[src/rtl/hdc_pkg.sv]
// Shared definitions for the chunked HDC spam/ham classifier: datapath op codes,
// verdict codes and the byte-to-symbol mapping used by the tokenizer.
package hdc_pkg;
    localparam int NUM_CHAR = 37;

    typedef enum logic [1:0] {
        OP_NOP = 2'd0,
        OP_ACC = 2'd1,
        OP_SUM = 2'd2,
        OP_CMP = 2'd3
    } dp_op_e;

    localparam logic [1:0] RES_SPAM  = 2'b00;
    localparam logic [1:0] RES_HAM   = 2'b01;
    localparam logic [1:0] RES_UNDEC = 2'b11;

    // Letters fold case onto 11..36, digits onto 1..10, everything else is symbol 0.
    function automatic logic [5:0] to_symbol(input logic [7:0] ch);
        logic [5:0] sym;
        sym = 6'd0;
        if (ch >= 8'h41 && ch <= 8'h5a) begin
            sym = 6'(ch - 8'h41) + 6'd11;
        end else if (ch >= 8'h61 && ch <= 8'h7a) begin
            sym = 6'(ch - 8'h61) + 6'd11;
        end else if (ch >= 8'h30 && ch <= 8'h39) begin
            sym = 6'(ch - 8'h30) + 6'd1;
        end
        return sym;
    endfunction
endpackage

[src/rtl/hdc_token_buf.sv]
// Token store: written by the tokenizer while a message loads, read back by the
// encode-phase token counter.
module hdc_token_buf #(
    parameter int DEPTH = 200,
    parameter int AW    = $clog2(DEPTH)
) (
    input  logic          clk,
    input  logic          wr_en,
    input  logic [AW-1:0] wr_addr,
    input  logic [5:0]    wr_data,
    input  logic [AW-1:0] rd_addr,
    output logic [5:0]    rd_data
);
    logic [5:0] mem_q [DEPTH];

    always_ff @(posedge clk) begin
        if (wr_en) begin
            mem_q[wr_addr] <= wr_data;
        end
    end

    assign rd_data = mem_q[rd_addr];
endmodule

[src/rtl/hdc_classify_ctrl.sv]
// Sequencer for the chunked HDC classifier: tokenizes the byte stream, then drives
// ACC/SUM/CMP ops chunk by chunk and turns the Hamming distance totals into a verdict.
module hdc_classify_ctrl
    import hdc_pkg::*;
#(
    parameter int MAX_LENGTH = 200,
    parameter int DIM        = 10000,
    parameter int CHUNK      = 100,
    parameter int DP_LAT     = 2,
    localparam int NCHK      = DIM / CHUNK,
    localparam int CW        = $clog2(NCHK),
    localparam int SUM_W     = $clog2(MAX_LENGTH * DIM) + 2,
    localparam int CNT_W     = $clog2(DIM + 1)
) (
    input  logic                    clk,
    input  logic                    reset,
    input  logic                    char_valid,
    output logic                    char_ready,
    input  logic [7:0]              char_data,
    input  logic                    char_last,
    output logic [1:0]              dp_op,
    output logic                    dp_acc_clr,
    output logic [CW-1:0]           dp_chunk,
    output logic [5:0]              dp_sym,
    output logic signed [SUM_W-1:0] thr_sum,
    input  logic                    dp_rsp_valid,
    input  logic signed [SUM_W-1:0] dp_rsp_sum,
    input  logic [CNT_W-1:0]        dp_rsp_dham,
    input  logic [CNT_W-1:0]        dp_rsp_dspam,
    output logic                    busy,
    output logic                    result_valid,
    output logic [1:0]              result
);
    localparam int LEN_W = $clog2(MAX_LENGTH + 1);
    localparam int AW    = $clog2(MAX_LENGTH);
    localparam int RW    = $clog2(NCHK + 1);

    if (DIM % CHUNK != 0 || NCHK < 2) begin : g_bad_chunking
        $error("DIM must be a multiple of CHUNK giving at least two chunks");
    end
    if (DP_LAT < 1 || NUM_CHAR > 64) begin : g_bad_cfg
        $error("DP_LAT must be at least 1 and symbol ids must fit in 6 bits");
    end

    typedef enum logic [2:0] {
        ST_IDLE, ST_LOAD, ST_ENC, ST_SUM, ST_SDRN, ST_CMP, ST_CDRN, ST_DONE
    } state_e;

    state_e                  state_q, state_d;
    logic [LEN_W-1:0]        len_q, len_d, tok_q, tok_d;
    logic [CW-1:0]           chunk_q, chunk_d;
    logic [RW-1:0]           rsp_cnt_q, rsp_cnt_d;
    logic signed [SUM_W-1:0] total_q, total_d, thr_q, thr_d;
    logic [CNT_W-1:0]        cnt_ham_q, cnt_ham_d, cnt_spam_q, cnt_spam_d;
    logic [1:0]              result_q, result_d;

    logic                    wr_en;
    logic [AW-1:0]           wr_addr;
    logic [5:0]              sym_rd;
    logic                    chunk_last, tok_last;

    hdc_token_buf #(.DEPTH(MAX_LENGTH), .AW(AW)) u_token_buf (
        .clk     (clk),
        .wr_en   (wr_en),
        .wr_addr (wr_addr),
        .wr_data (to_symbol(char_data)),
        .rd_addr (AW'(tok_q)),
        .rd_data (sym_rd)
    );

    assign chunk_last = (chunk_q == CW'(NCHK - 1));
    assign tok_last   = (tok_q == len_q - LEN_W'(1));
    assign dp_chunk   = chunk_q;
    assign dp_sym     = sym_rd;
    assign thr_sum    = thr_q;
    assign result     = result_q;

    always_comb begin
        state_d      = state_q;
        len_d        = len_q;
        tok_d        = tok_q;
        chunk_d      = chunk_q;
        rsp_cnt_d    = rsp_cnt_q;
        total_d      = total_q;
        thr_d        = thr_q;
        cnt_ham_d    = cnt_ham_q;
        cnt_spam_d   = cnt_spam_q;
        result_d     = result_q;
        wr_en        = 1'b0;
        wr_addr      = AW'(len_q);
        char_ready   = 1'b0;
        dp_op        = OP_NOP;
        dp_acc_clr   = 1'b0;
        busy         = 1'b1;
        result_valid = 1'b0;

        // Responses are counted independently of issue, including one landing with the last issue.
        if (dp_rsp_valid) begin
            if (state_q == ST_SUM || state_q == ST_SDRN) begin
                total_d   = total_q + dp_rsp_sum;
                rsp_cnt_d = rsp_cnt_q + RW'(1);
            end else if (state_q == ST_CMP || state_q == ST_CDRN) begin
                cnt_ham_d  = cnt_ham_q + dp_rsp_dham;
                cnt_spam_d = cnt_spam_q + dp_rsp_dspam;
                rsp_cnt_d  = rsp_cnt_q + RW'(1);
            end
        end

        case (state_q)
            ST_IDLE: begin
                busy       = 1'b0;
                char_ready = 1'b1;
                if (char_valid) begin
                    wr_en      = 1'b1;
                    wr_addr    = '0;
                    len_d      = LEN_W'(1);
                    tok_d      = '0;
                    chunk_d    = '0;
                    rsp_cnt_d  = '0;
                    total_d    = '0;
                    cnt_ham_d  = '0;
                    cnt_spam_d = '0;
                    state_d    = char_last ? ST_ENC : ST_LOAD;
                end
            end
            ST_LOAD: begin
                char_ready = 1'b1;
                if (char_valid) begin
                    // Bytes past MAX_LENGTH are accepted but not stored.
                    if (len_q < LEN_W'(MAX_LENGTH)) begin
                        wr_en = 1'b1;
                        len_d = len_q + LEN_W'(1);
                    end
                    if (char_last) state_d = ST_ENC;
                end
            end
            ST_ENC: begin
                dp_op      = OP_ACC;
                dp_acc_clr = (tok_q == '0);
                if (tok_last) begin
                    tok_d = '0;
                    if (chunk_last) begin
                        chunk_d = '0;
                        state_d = ST_SUM;
                    end else begin
                        chunk_d = chunk_q + CW'(1);
                    end
                end else begin
                    tok_d = tok_q + LEN_W'(1);
                end
            end
            ST_SUM: begin
                dp_op = OP_SUM;
                if (chunk_last) begin
                    chunk_d = '0;
                    state_d = ST_SDRN;
                end else begin
                    chunk_d = chunk_q + CW'(1);
                end
            end
            ST_SDRN: begin
                if (rsp_cnt_q == RW'(NCHK)) begin
                    thr_d     = total_q;
                    rsp_cnt_d = '0;
                    state_d   = ST_CMP;
                end
            end
            ST_CMP: begin
                dp_op = OP_CMP;
                if (chunk_last) begin
                    chunk_d = '0;
                    state_d = ST_CDRN;
                end else begin
                    chunk_d = chunk_q + CW'(1);
                end
            end
            ST_CDRN: begin
                if (rsp_cnt_q == RW'(NCHK)) begin
                    if (cnt_ham_q > cnt_spam_q)      result_d = RES_SPAM;
                    else if (cnt_ham_q < cnt_spam_q) result_d = RES_HAM;
                    else                             result_d = RES_UNDEC;
                    state_d = ST_DONE;
                end
            end
            ST_DONE: begin
                busy         = 1'b0;
                result_valid = 1'b1;
                state_d      = ST_IDLE;
            end
            default: state_d = ST_IDLE;
        endcase
    end

    always_ff @(posedge clk or negedge reset) begin
        if (!reset) begin
            state_q    <= ST_IDLE;
            len_q      <= '0;
            tok_q      <= '0;
            chunk_q    <= '0;
            rsp_cnt_q  <= '0;
            total_q    <= '0;
            thr_q      <= '0;
            cnt_ham_q  <= '0;
            cnt_spam_q <= '0;
            result_q   <= RES_SPAM;
        end else begin
            state_q    <= state_d;
            len_q      <= len_d;
            tok_q      <= tok_d;
            chunk_q    <= chunk_d;
            rsp_cnt_q  <= rsp_cnt_d;
            total_q    <= total_d;
            thr_q      <= thr_d;
            cnt_ham_q  <= cnt_ham_d;
            cnt_spam_q <= cnt_spam_d;
            result_q   <= result_d;
        end
    end
endmodule

[config.mk]
export PLATFORM = sky130hd
export DESIGN_NAME = hdc_classify_ctrl
export DESIGN_NICKNAME = d
export VERILOG_FILES = /design/src/rtl/hdc_pkg.sv /design/src/rtl/hdc_token_buf.sv /design/src/rtl/hdc_classify_ctrl.sv
export SDC_FILE = /design/constraint.sdc
export NUM_CORES = 2
export LEC_CHECK = 0
export BUFFER_PORTS_ARGS = -buffer_cell sky130_fd_sc_hd__buf_2
export CORE_UTILIZATION = 54
export CTS_CLUSTER_SIZE = 10
export DETAILED_ROUTE_END_ITERATION = 12
export PLACE_DENSITY = 0.73
export SYNTH_ARGS = -nofsm -noshare
export SYNTH_HDL_FRONTEND = slang
export SYNTH_SLANG_ARGS = --single-unit
[constraint.sdc]
create_clock -name clk -period 3 [get_ports clk]
set_input_delay 0.45 -clock clk [delete_from_list [all_inputs] [get_ports clk]]
set_output_delay 0.45 -clock clk [all_outputs]
set_load 0.005 [all_outputs]
# Word-level counts from Yosys, hierarchy flattened
# Memories as Yosys holds them, arrays and structs flattened.
# Index checks and enable logic that the tools add are counted.
# totals
n_memories,1
output_inout_bits,44
mem_bits_rw,1200
reg_bits,109
# classes
addsub,14
muxes,60
n_reduce_logical,19
magnitude_cmp,9
n_eq_ne,20
# mem_list
memory,depth,width,read_ports,rd_clocked_by_memory_dff,write_ports,line_no,text
u_token_buf.mem_q,200,6,1,0,1,hdc_token_buf.sv:14,logic [5:0] mem_q [DEPTH];
# op_table
op,n
14-bit 2-to-1 mux,10
23-bit 2-to-1 mux,4
7-bit 2-to-1 mux,8
8-bit 2-to-1 mux,7
8-bit case mux with 2 select lines,2
14-bit adder,2
3-bit 2-to-1 mux,9
3-bit case mux with 8 select lines,1
23-bit adder,1
7-bit case mux with 3 select lines,1
6-bit 2-to-1 mux,3
8-bit by 1-bit adder with 8-bit output (second input constant),2
8-bit by 7-bit >= comparator with 1-bit output (second input constant),2
8-bit by 7-bit <= comparator with 1-bit output (second input constant),2
2-bit != test (second input constant),8
7-bit by 1-bit adder with 7-bit output (second input constant),2
7-bit equality test (second input constant),2
14-bit greater-than comparator,1
14-bit less-than comparator,1
7-bit case mux with 2 select lines,1
6-bit by 4-bit adder with 6-bit output (second input constant),2
3-bit equality test (second input constant),4
6-bit subtractor (second input constant),2
1-bit 2-to-1 mux,9
24 further kinds,36

# Longest topological paths before layout
# depth
ltp_word,7
ltp_mapped,14
mapped_depth_nobuf,11

# Modules after synthesis
# Synthesis repeated with hierarchy kept, for this count alone.
# unflattened
cells_unflattened,3157
hier_area_um2,55095.3
# modules_own_cells
mod,cells_per_inst,area_each_um2,n_inst
hdc_token_buf,2245,47118.9,1
hdc_classify_ctrl,912,7976.4,1

# Least setup slack after synthesis
# OpenSTA, ideal clock, no wires.
# synth_timing
path_kind,input to register
from,in char_data[0]
to,"mem u_token_buf.mem_q[0][1], data pin"
arrival_time_ns,9.251
n_path_buf,0
t_required_ns,1.246
path_slack_ns,-8.006
stages,7
setup_time_ns,1.754
cell_sequence,inv_1 > ha_1 > or4b_2 > o21ai_0 > nor4b_1 > nor2_1 > o21ai_0
# synth_between
elab_chain_len,5
word_cells_on_any_way,18
cone_classes,add/sub: 6; order compare: 6; mux: 3; reduce/logical: 3
# synth_lines
element,line_no,text
"start, declared",hdc_classify_ctrl.sv:19,"input logic [7:0] char_data,"
6-bit subtractor (tied with other cells),hdc_pkg.sv:26,sym = 6'(ch - 8'h30) + 6'd1;
6-bit by 1-bit adder with 6-bit output / 1-bit logical AND (equally long branches),"hdc_pkg.sv:26, hdc_pkg.sv:25",
6-bit 2-to-1 mux,hdc_pkg.sv:25,end else if (ch >= 8'h30 && ch <= 8'h39) begin
6-bit 2-to-1 mux,hdc_pkg.sv:23,end else if (ch >= 8'h61 && ch <= 8'h7a) begin
6-bit 2-to-1 mux *,hdc_pkg.sv:21,if (ch >= 8'h41 && ch <= 8'h5a) begin
named net u_token_buf.wr_data[1],hdc_token_buf.sv:10,"input logic [5:0] wr_data,"
"end, declared",hdc_token_buf.sv:14,
# Mark *: on every way through the listed nets, which the timed path passes. The rest lies on a longest branch.

# Final worst setup path
# layout_timing
from,reg tok_q[0]
to,out dp_sym[3]
# layout_between
elab_chain_len,1
# layout_lines
element,line_no,text
"start, declared",hdc_classify_ctrl.sv:50,"logic [LEN_W-1:0] len_q, len_d, tok_q, tok_d;"
"start signal, assigned",hdc_classify_ctrl.sv:209,tok_q <= tok_d;
memory read 200 x 6 bit,--,
"end, declared",hdc_classify_ctrl.sv:24,"output logic [5:0] dp_sym,"
# No other way between the ends.

==> results.cfg <==
[outcome]
outcome = finished with violations
failed_checks = setup timing

[detailed_routing]
vias = 31300
drtIter0Drc = 3399
dr.pass1.iters = 6
ant_nets = 0
wl_um = 137000
viasPerCell = 6.36
drc = 0
wl_per_cell_um = 27.8

[power]
p_sw_frac = 0.290
power_frac_clock = 0.311
power_switching_mw = 15.2
power_frac_seq = 0.399
leakagePower_nw = 21.4
finalPower_mw = 52.3
ir_drop_v = 0.000562
power_density_mw_per_mm2 = 805
internal_power_mw = 37.1
combPwrFrac = 0.290

[timing]
max_clock_freq_ghz = 0.229
rsz0062_at_grt = yes
maxSlewViolCount = 0
finalHoldViolCount = 0
fin_worst_skew_ns = 0.0441
tightest_slew_ns = 1.17
period_needed_ns = 4.36
slew_headroom = 0.218
finalSetupViolations = 7
fin_crit_sh = 1.45
worst_slack_ns = -1.36

[grt]
grt_pass1_wl_um = 203000
grt_pass1_vias = 32100
track_usage = 0.270
grt_overflow = 0
antenna_found_initial = 6
grt_max_degree = 105

[clock_network]
cts_inserted_buffers = 150
cts.path.max_buffers = 3
cts-root-buf = clkbuf_16
clock_latency_ns = 0.78
clk_pin_slew_ns = 0.06
cts_htree_levels = 4
cts_tree = yes
cts.sinks = 1309

[logic_synthesis]
synthTopCellsByArea = edfxtp_1 (66%), mux4_2 (14%), dfrtp_1 (5.0%)
synth_cells = 3035
syn-cell-area_mm2 = 0.0545
yosys.area.top_type = edfxtp_1
syn_nets = 3178
yosys_warnings = 0
syn_avg_cell_area_um2 = 18.0
ys_seq_elements = 1309
synth_cell_type_count = 63
synth-main-ff-cell = edfxtp_1
synth_edf_count = 1200
synth.yosys.seq_area_share = 0.711
async_flop_share = 0.0833
synth_top_cell_area_share = 0.661

[floorplanning]
core.rowCount = 116
pin_count = 108
core_area_mm2 = 0.100
start_util = 0.545
chipWidth_um = 320
die-height_um = 320
die_area_mm2 = 0.102

[setup_path]
cp-startpoint = tok_q[0]
worstRegToRegCells = 9
cp.required_ns = 2.55
critPathMaxFanout = 5
rrSetupSlack_ns = 0.13
path_class = register to output port
cp-end-kind = output port
r2r_end = u_token_buf.mem_q[155][3]
cp-endpoint = dp_sym[3]
r2r_start = len_q[5]
arrival_ns = 3.91
worstSetupStartpointType = register

[layout]
fillers = 6493
layout_common_cells = edfxtp_1 (1200), buf_4 (360), mux4_2 (327)
mostFrequentLayoutCell = edfxtp_1
multi_input_area_mm2 = 0.0153
register_area_mm2 = 0.0388
nets = 3707
layout-drive-gt1-share = 0.326
area_growth_pct = 19.1

[run]
drv_cap = 0

[place]
gp_congestion = 0.915
io_buffers = 107
place_worst_setup_slack_ns = -1.01
dp_hpwl_um = 86300

[worst_hold_path]
holdCritPathClass = input pin to register
## state kept, by name, indices dropped and copies added, names as in the netlist
name,count
total_q,23
state_q,3
result,2
dp_chunk,7
rsp_cnt_q,7
len_q,8
thr_sum,23
tok_q,8
cnt_spam_q,14
u_token_buf.mem_q,1200
cnt_ham_q,14
## cell usage after synthesis, drive strengths merged (9+ instances only)
cell type,n
a211oi,29
a21o,13
a21oi,96
a22oi,23
a31oi,10
and3,12
buf,80
clkbuf,91
dfrtp,109
edfxtp,1200
ha,76
inv,35
mux2,50
mux2i,60
mux4,327
nand2,132
nand2b,14
nand3,53
nand4,16
nor2,291
nor2b,19
nor3,25
o21a,12
o21ai,88
o221ai,9
o31ai,10
or3,12
xnor2,34
xor2,23
## area by class of cell
type                       instances  area share
tap                             1298      0.0250
antenna                            6    0.000231
sequential                      1309       0.597
clock buffer                     188      0.0604
clock inverter                    18     0.00501
multi-input combinational       1520       0.235
timing repair buffer             548      0.0747
inverter                          35     0.00241
## layer usage
layer | global-route usage | share of wire | vias to the layer above
met1 | 0.359 | 0.38 | 16100
met5 | 0 | 0 | -
li1 | - | - | 13200
met4 | 0.111 | 0.042 | 0
met2 | 0.438 | 0.49 | 1755
met3 | 0.0541 | 0.095 | 281
## how the worst min path moves through the flow
stage               cells past startpoint  slack [ns]             to       startpoint
floorplan                               0        0.15   cnt_ham_q[0]            reset
global placement                        1        0.46    total_q[22]      total_q[22]
detailed placement                      1        0.49    total_q[22]      total_q[22]
CTS                                     4        0.04  cnt_spam_q[0]  dp_rsp_dspam[0]
global route                            3        0.09     state_q[0]        char_last
finish                                  4        0.09   cnt_ham_q[0]   dp_rsp_dham[0]
## stage by stage
stage / hold slack, ns / instance area, um^2 / instances / TNS, ns / util
after floorplan: 0.154 / 54700 / 3035 / -548.95 / -
after global placement: 0.462 / 59600 / 4655 / -4.47 / 0.595
after detailed placement: 0.486 / 59600 / 4655 / -5.76 / 0.595
after CTS: 0.0442 / 64500 / 4890 / -8.07 / 0.644
after global routing: 0.0853 / 65000 / 4922 / -8.37 / 0.649
final: 0.0892 / 65000 / 4922 / -7.93 / 0.649
## worst max-delay path, cell delays in order (launching register included)
cell and delay [ns]:
dfrtp_4 0.45, buf_4 0.15, bufbuf_16 0.27, buf_4 0.17
mux4_2 0.52, mux4_2 0.48, a22oi_1 0.30, nand2_1 0.16
a21oi_1 0.34, o21ai_2 0.16, buf_2 0.15
## logic make-up (layout without fill, tap and decap cells)
kind of cell,Yosys count,after routing,share of synthesized area
DFF,1309,1309,0.711
and+or+nand+nor,612,612,0.0498
muxes,437,437,0.156
AOI/OAI and AO/OA,335,335,0.0382
buffers and inverters,206,789,0.0173
adders and majority gates,79,79,0.0185
xor gates and xnor gates,57,57,0.00915
other,0,6,0
## timing repair
item / CTS / global route
resized for setup: 55 / 54
hold buffers: 1 / 0
pin swaps: 9 / 23
cloned: 7 / 4
setup endpoints to repair: 19 / 120
endpoints found under the hold margin: 45 / 0
buffers inserted: 21 / 24
## power by group through the flow
stage | clock network (mW) | logic (mW) | registers [mW]
after floorplan | 0 | 8.93 | 21.0
after global placement | 0 | 13.2 | 21.2
after detailed placement | 0 | 13.5 | 21.2
after CTS | 16.4 | 14.6 | 20.9
after global routing | 17.1 | 16.1 | 20.9
final | 16.2 | 15.2 | 20.9
No activity file was read; power rests on OpenSTA's default activity.
